[config.mk]
export PLATFORM = sky130hd
export DESIGN_NAME = abacus_sample_controller
export DESIGN_NICKNAME = d
export VERILOG_FILES = /design/src/rtl/abacus_sample_controller.sv
export SDC_FILE = /design/constraint.sdc
export NUM_CORES = 1
export LEC_CHECK = 0
export CORE_MARGIN = 2
export CORE_UTILIZATION = 37
export DETAILED_ROUTE_END_ITERATION = 6
export PLACE_DENSITY = 0.64
export SETUP_SLACK_MARGIN = 0.4
export SYNTH_ARGS = -nofsm -noshare
export SYNTH_HDL_FRONTEND = slang
export SYNTH_SLANG_ARGS = --single-unit
[constraint.sdc]
create_clock -name clk -period 14.1 [get_ports clk]
set_input_delay 2.82 -clock clk [delete_from_list [all_inputs] [get_ports clk]]
set_output_delay 2.82 -clock clk [all_outputs]
set_load 0.005 [all_outputs]
[src/rtl/abacus_sample_controller.sv]
// abacus_sample_controller: windows the profiler enable for a programmed
// interval, then freezes the counters and packs a header plus the selected
// counter values into a first-word-fall-through sample FIFO.
module abacus_sample_controller #(
  parameter int NUM_COUNTERS = 8,
  parameter int FIFO_DEPTH   = 32
) (
  input  logic                              clk,
  input  logic                              rst,
  input  logic                              cfg_start,
  input  logic                              cfg_stop,
  input  logic [31:0]                       cfg_interval,
  input  logic [NUM_COUNTERS-1:0]           cfg_mask,
  input  logic                              cfg_clr_ovf,
  output logic                              profiler_enable,
  output logic [$clog2(NUM_COUNTERS)-1:0]   cnt_rd_sel,
  input  logic [31:0]                       cnt_rd_data,
  input  logic                              fifo_rd,
  output logic [31:0]                       fifo_dout,
  output logic                              fifo_empty,
  output logic [$clog2(FIFO_DEPTH):0]       fifo_level,
  output logic                              ovf,
  output logic [15:0]                       drop_count,
  output logic                              busy
);

  localparam int SEL_W = $clog2(NUM_COUNTERS);
  localparam int PTR_W = $clog2(FIFO_DEPTH);
  localparam int LVL_W = PTR_W + 1;

  typedef enum logic [2:0] {IDLE, RUN, SETTLE, HEADER, CAPTURE} state_t;

  state_t                  state_reg, state_next;
  logic [31:0]             timer_reg, timer_next;
  logic [31:0]             interval_reg, interval_next;
  logic [NUM_COUNTERS-1:0] mask_reg, mask_next;
  logic [SEL_W-1:0]        idx_reg, idx_next;
  logic [15:0]             seq_reg, seq_next;
  logic                    stop_pending_reg, stop_pending_next;
  logic                    enable_reg;
  logic                    ovf_reg;
  logic [15:0]             drop_reg;

  logic                    push;
  logic [31:0]             push_data;
  logic                    drop;
  logic                    stop_eff;
  logic [31:0]             load_interval;
  logic [LVL_W-1:0]        need;
  logic [LVL_W-1:0]        free_words;

  // FIFO storage and pointers
  logic [31:0]             mem [FIFO_DEPTH];
  logic [PTR_W-1:0]        wr_ptr_reg, rd_ptr_reg, rd_ptr_inc;
  logic [LVL_W-1:0]        level_reg;
  logic [31:0]             dout_reg;
  logic                    pop;

  assign stop_eff      = stop_pending_reg | cfg_stop;
  assign load_interval = (cfg_interval == 32'd0) ? 32'd1 : cfg_interval;
  assign free_words    = LVL_W'(FIFO_DEPTH) - level_reg;
  assign pop           = fifo_rd && (level_reg != '0);
  assign rd_ptr_inc    = rd_ptr_reg + PTR_W'(1);

  // Words one frame needs: header plus one per masked counter.
  always_comb begin
    need = LVL_W'(1);
    for (int i = 0; i < NUM_COUNTERS; i++) begin
      need = need + LVL_W'(mask_reg[i]);
    end
  end

  // Next-state logic plus the FIFO push request for the sampling FSM.
  always_comb begin
    state_next        = state_reg;
    timer_next        = timer_reg;
    interval_next     = interval_reg;
    mask_next         = mask_reg;
    idx_next          = '0;
    seq_next          = seq_reg;
    stop_pending_next = stop_pending_reg;
    push              = 1'b0;
    push_data         = cnt_rd_data;
    drop              = 1'b0;
    case (state_reg)
      IDLE: begin
        stop_pending_next = 1'b0;
        if (cfg_start) begin
          interval_next = load_interval;
          mask_next     = cfg_mask;
          timer_next    = load_interval;
          state_next    = RUN;
        end
      end
      RUN: begin
        timer_next = timer_reg - 32'd1;
        if (cfg_stop) begin
          state_next = IDLE;
        end else if (timer_reg == 32'd1) begin
          state_next = SETTLE;
        end
      end
      SETTLE: begin
        if (free_words < need) begin
          drop              = 1'b1;
          timer_next        = interval_reg;
          state_next        = stop_eff ? IDLE : RUN;
          stop_pending_next = 1'b0;
        end else begin
          state_next        = HEADER;
          stop_pending_next = stop_eff;
        end
      end
      HEADER: begin
        push              = 1'b1;
        push_data         = {16'hABAC, seq_reg};
        state_next        = CAPTURE;
        stop_pending_next = stop_eff;
      end
      CAPTURE: begin
        push = mask_reg[idx_reg];
        if (idx_reg == SEL_W'(NUM_COUNTERS - 1)) begin
          seq_next          = seq_reg + 16'd1;
          timer_next        = interval_reg;
          state_next        = stop_eff ? IDLE : RUN;
          stop_pending_next = 1'b0;
        end else begin
          idx_next          = idx_reg + SEL_W'(1);
          stop_pending_next = stop_eff;
        end
      end
      default: state_next = IDLE;
    endcase
  end

  // FSM registers; the enable is registered from the next state so it
  // tracks RUN exactly without a combinational output path.
  always_ff @(posedge clk or posedge rst) begin
    if (rst) begin
      state_reg        <= IDLE;
      timer_reg        <= 32'd0;
      interval_reg     <= 32'd1;
      mask_reg         <= '0;
      idx_reg          <= '0;
      seq_reg          <= 16'd0;
      stop_pending_reg <= 1'b0;
      enable_reg       <= 1'b0;
    end else begin
      state_reg        <= state_next;
      timer_reg        <= timer_next;
      interval_reg     <= interval_next;
      mask_reg         <= mask_next;
      idx_reg          <= idx_next;
      seq_reg          <= seq_next;
      stop_pending_reg <= stop_pending_next;
      enable_reg       <= (state_next == RUN);
    end
  end

  // Sticky overflow and saturating drop counter; a drop beats a clear.
  always_ff @(posedge clk or posedge rst) begin
    if (rst) begin
      ovf_reg  <= 1'b0;
      drop_reg <= 16'd0;
    end else if (drop) begin
      ovf_reg  <= 1'b1;
      if (cfg_clr_ovf) begin
        drop_reg <= 16'd1;
      end else if (drop_reg != 16'hFFFF) begin
        drop_reg <= drop_reg + 16'd1;
      end
    end else if (cfg_clr_ovf) begin
      ovf_reg  <= 1'b0;
      drop_reg <= 16'd0;
    end
  end

  // Sample RAM write port; no reset so it maps onto plain memory.
  always_ff @(posedge clk) begin
    if (push) begin
      mem[wr_ptr_reg] <= push_data;
    end
  end

  // FIFO pointers, level and the registered head word (look-ahead read).
  always_ff @(posedge clk or posedge rst) begin
    if (rst) begin
      wr_ptr_reg <= '0;
      rd_ptr_reg <= '0;
      level_reg  <= '0;
      dout_reg   <= 32'd0;
    end else begin
      if (push) begin
        wr_ptr_reg <= wr_ptr_reg + PTR_W'(1);
      end
      if (pop) begin
        rd_ptr_reg <= rd_ptr_inc;
      end
      case ({push, pop})
        2'b10:   level_reg <= level_reg + LVL_W'(1);
        2'b01:   level_reg <= level_reg - LVL_W'(1);
        default: level_reg <= level_reg;
      endcase
      if (pop) begin
        if (level_reg == LVL_W'(1)) begin
          dout_reg <= push ? push_data : 32'd0;
        end else begin
          dout_reg <= mem[rd_ptr_inc];
        end
      end else if (push && (level_reg == '0)) begin
        dout_reg <= push_data;
      end
    end
  end

  assign profiler_enable = enable_reg;
  assign cnt_rd_sel      = idx_reg;
  assign fifo_dout       = dout_reg;
  assign fifo_empty      = (level_reg == '0);
  assign fifo_level      = level_reg;
  assign ovf             = ovf_reg;
  assign drop_count      = drop_reg;
  assign busy            = (state_reg != IDLE);

endmodule

==> metrics.txt <==
IO Count=139; Final period util=between 30% and 40%; Core Region=about 0.13 mm^2; antenna violations before repair=1; WP data arrival=2.52 ns; unrepaired setup endpoints after global routing=no; CP Class=reg -> out; post-layout net count=~3,000; syn avg cell area=17.4 um^2; Ys Warns=0; largest net degree at the start of global routing=roughly 140; maximum vdd drop=241 uV; final period demand of the worst path=5.34 ns; met2 Track Usage GR=30.3%; initial drt markers=3,469; Post-CTS Setup Bufs=0; Worst Path Required=11.28 ns; number of distinct library cells after synthesis=72; dpl ws=8.60 ns; first-pass GRT wire length=~190,000 um; Fmax=between 150 and 200 MHz; Initial Util=37.3%; worst slew pin tran=1.19 ns; number of I/O port buffers=138; setup TNS after final layout=0 ns; FP Rows=132; cts repair resizes=0; GRT overflow=0; post-synthesis cell area=0.0482 mm^2; CTS tree=yes; vias=approximately 27,000; Max-Cap Viols=0; number of flops mapped to enable cells by yosys=1,024; # hold bufs at CTS=0; CTS Buf Count=119; Clock Latency Late Sink=0.73 ns; FFs w/ async S/R, synth=a little over an eighth; Bufs on Longest Clock Path=3; FF/Latch Area=roughly 0.035 mm^2; die footprint=between 0.1 and 0.15 mm^2; global-route usage over all layers=a little under a fifth; most flop-heavy register=mem; status=complete, no violations; Cells after Synth=2,763; DP Area=a little over 0.05 mm^2; final RePlAce weighted congestion=roughly 0.8; post-synthesis register bit count=1,185; routed wire length per instance=26.3 um; CP Launch Type=register; Primary FF master, synth=edfxtp_1; met1 Usage GRT=26.4%; Net Count, Synth=about 2,900; PD cells=195 mW/mm^2; CTS root buf=clkbuf_16; Worst Slack Setup Final=a little under 9 ns; Largest register FFs=1,024; synthesis-to-finish area growth=15.9%; CP endpoint kind=output port; Die W=around 360 um; Die Y=365 um; CTS clk-pin slew, worst paths=0.06 ns; Final ANT Viol Nets=0; Slew Viols, Final=0; Seq/Total Area, Yosys=between 70% and 80%; Crit Path Max Fanout=10; met3 GRT Util=2.92%; vias per cell=5.67; H-tree depth=3; HP Class=reg -> reg; Inserted Diodes=0; area of the multi-input gates=approximately 0.013 mm^2; Sink Count=1,185; WL final=126,000 um; Final Skew=approximately 0.046 ns; global route hottest layer=met2; vias in the first global route=27,200; Detailed Place HPWL=slightly above 70,000 um; Slew headroom=20.2%; leakage=18.1 nW; worst reg-to-reg setup slack=9.04 ns; DRC errors left=0; final instance area=0.0559 mm^2; # setup viols final=0; # fillers=11,200; final hold violation count=0; Placed Cells=approximately 4,500; final hold slack=0.470 ns; Non-Filler Instances=between 4,000 and 5,000; number of iterations in the first detailed-routing pass=6; share of cells above drive strength 1=20.5%
[power by group]
| part | internal, mW | switching [mW] | total [mW] |
|---|---|---|---|
| sequential | 3.94 | 0.199 | 4.13 |
| clock | 1.76 | 1.35 | 3.11 |
| combinational | 1.63 | 2.02 | 3.66 |
| total | 7.33 | 3.57 | 10.9 |
[metal layers]
| layer | share of wire (%) | wire length, um | vias up |
|---|---|---|---|
| met5 | 0.010 | 13 | - |
| met4 | 2.7 | 3420 | 2 |
| met3 | 8.4 | 10500 | 198 |
| met2 | 48 | 59800 | 1216 |
| met1 | 41 | 51800 | 14200 |
| li1 | - | - | 11400 |
[Yosys cell counts (5+ instances only)]
| library cell | instances | area [um^2] |
|---|---|---|
| o22ai_1 | 82 | 513 |
| xnor2_1 | 27 | 236 |
| mux4_2 | 257 | 5790 |
| mux2_2 | 51 | 574 |
| nor2b_1 | 6 | 37.5 |
| o211ai_1 | 24 | 180 |
| mux2i_1 | 5 | 50.1 |
| or3_1 | 12 | 75.1 |
| edfxtp_1 | 1024 | 30700 |
| a211oi_1 | 11 | 82.6 |
| clkbuf_1 | 91 | 342 |
| o221ai_1 | 40 | 350 |
| o2bb2ai_1 | 15 | 131 |
| or4_1 | 13 | 97.6 |
| nor2_1 | 263 | 987 |
| nor3_1 | 27 | 135 |
| nand4_1 | 17 | 106 |
| buf_2 | 58 | 290 |
| nand2_1 | 129 | 484 |
| o31ai_1 | 13 | 97.6 |
| a22o_1 | 28 | 245 |
| or2_2 | 5 | 31.3 |
| a21oi_1 | 25 | 125 |
| buf_1 | 20 | 75.1 |
| ha_1 | 21 | 263 |
| nand3b_1 | 6 | 45.0 |
| xor2_1 | 11 | 96.3 |
| inv_1 | 50 | 188 |
| nand2b_1 | 11 | 68.8 |
| a221oi_1 | 26 | 228 |
| and3_1 | 9 | 56.3 |
| nor4_1 | 24 | 150 |
| o21ai_0 | 78 | 390 |
| nand3_1 | 66 | 330 |
| dfrtp_1 | 160 | 4000 |
[kinds of logic (layout without fill, tap and decap cells)]
family          after synthesis  count (layout)  share of synthesized area [%]
flops                      1185            1185                           72.2
simple gates                611             611                           5.84
xor+xnor                     38              38                          0.691
fa+ha+maj                    25              25                          0.711
buf+inv                     219             478                           1.86
mux                         313             313                           13.3
compound gates              372             372                           5.43
[worst paths after layout]
| kind | cells past startpoint | from | endpoint |
|---|---|---|---|
| worst min register to register | 1 | seq_reg[15] | seq_reg[15] |
| min in group asynchronous | 2 | rst | drop_count[10] |
| worst max-delay path | 5 | fifo_level[2] | fifo_empty |
| worst min-delay path | 1 | seq_reg[15] | seq_reg[15] |
| max in group asynchronous | 3 | rst | seq_reg[3] |
| worst max register to register | 13 | mask_reg[0] | timer_reg[0] |
[cells in the final DEF, fill, tap and decap left out, drive strengths merged, types with 50 or more instances in the layout]
master         synthesis  layout
dfrtp                160     160
edfxtp              1024    1024
o22ai                 82      82
clkinv                 0      50
clkbuf                91     162
clkdlybuf4s50          0     138
nand3                 66      66
inv                   50      51
mux2                  51      51
o21ai                 79      79
nand2                129     129
mux4                 257     257
nor2                 263     263
buf                   78      65
[worst max-delay path: stages (launching register included)]
cell	delay (ns)
dfrtp_1	0.49
nor4_1	0.31
buf_4	0.20
nand2_1	0.07
inv_1	0.13
clkdlybuf4s50_1	0.58
[through the flow]
step	utilization [%]	total power, mW
global placement	40.2	7.86
global route	43.2	11.4
finish	43.2	10.9
floorplan	-	6.70
detailed placement	40.2	7.89
CTS	43.2	11.0
[cell type report]
class | count | share of cell area [%]
well taps | 1742 | 3.90
flip-flops and latches | 1185 | 62.3
multi-input cells | 1359 | 23.1
clock buffers | 162 | 5.88
clock inverters | 63 | 1.05
inverters | 50 | 0.345
repair buffers | 203 | 3.41
No activity file was read; power rests on OpenSTA's default activity.
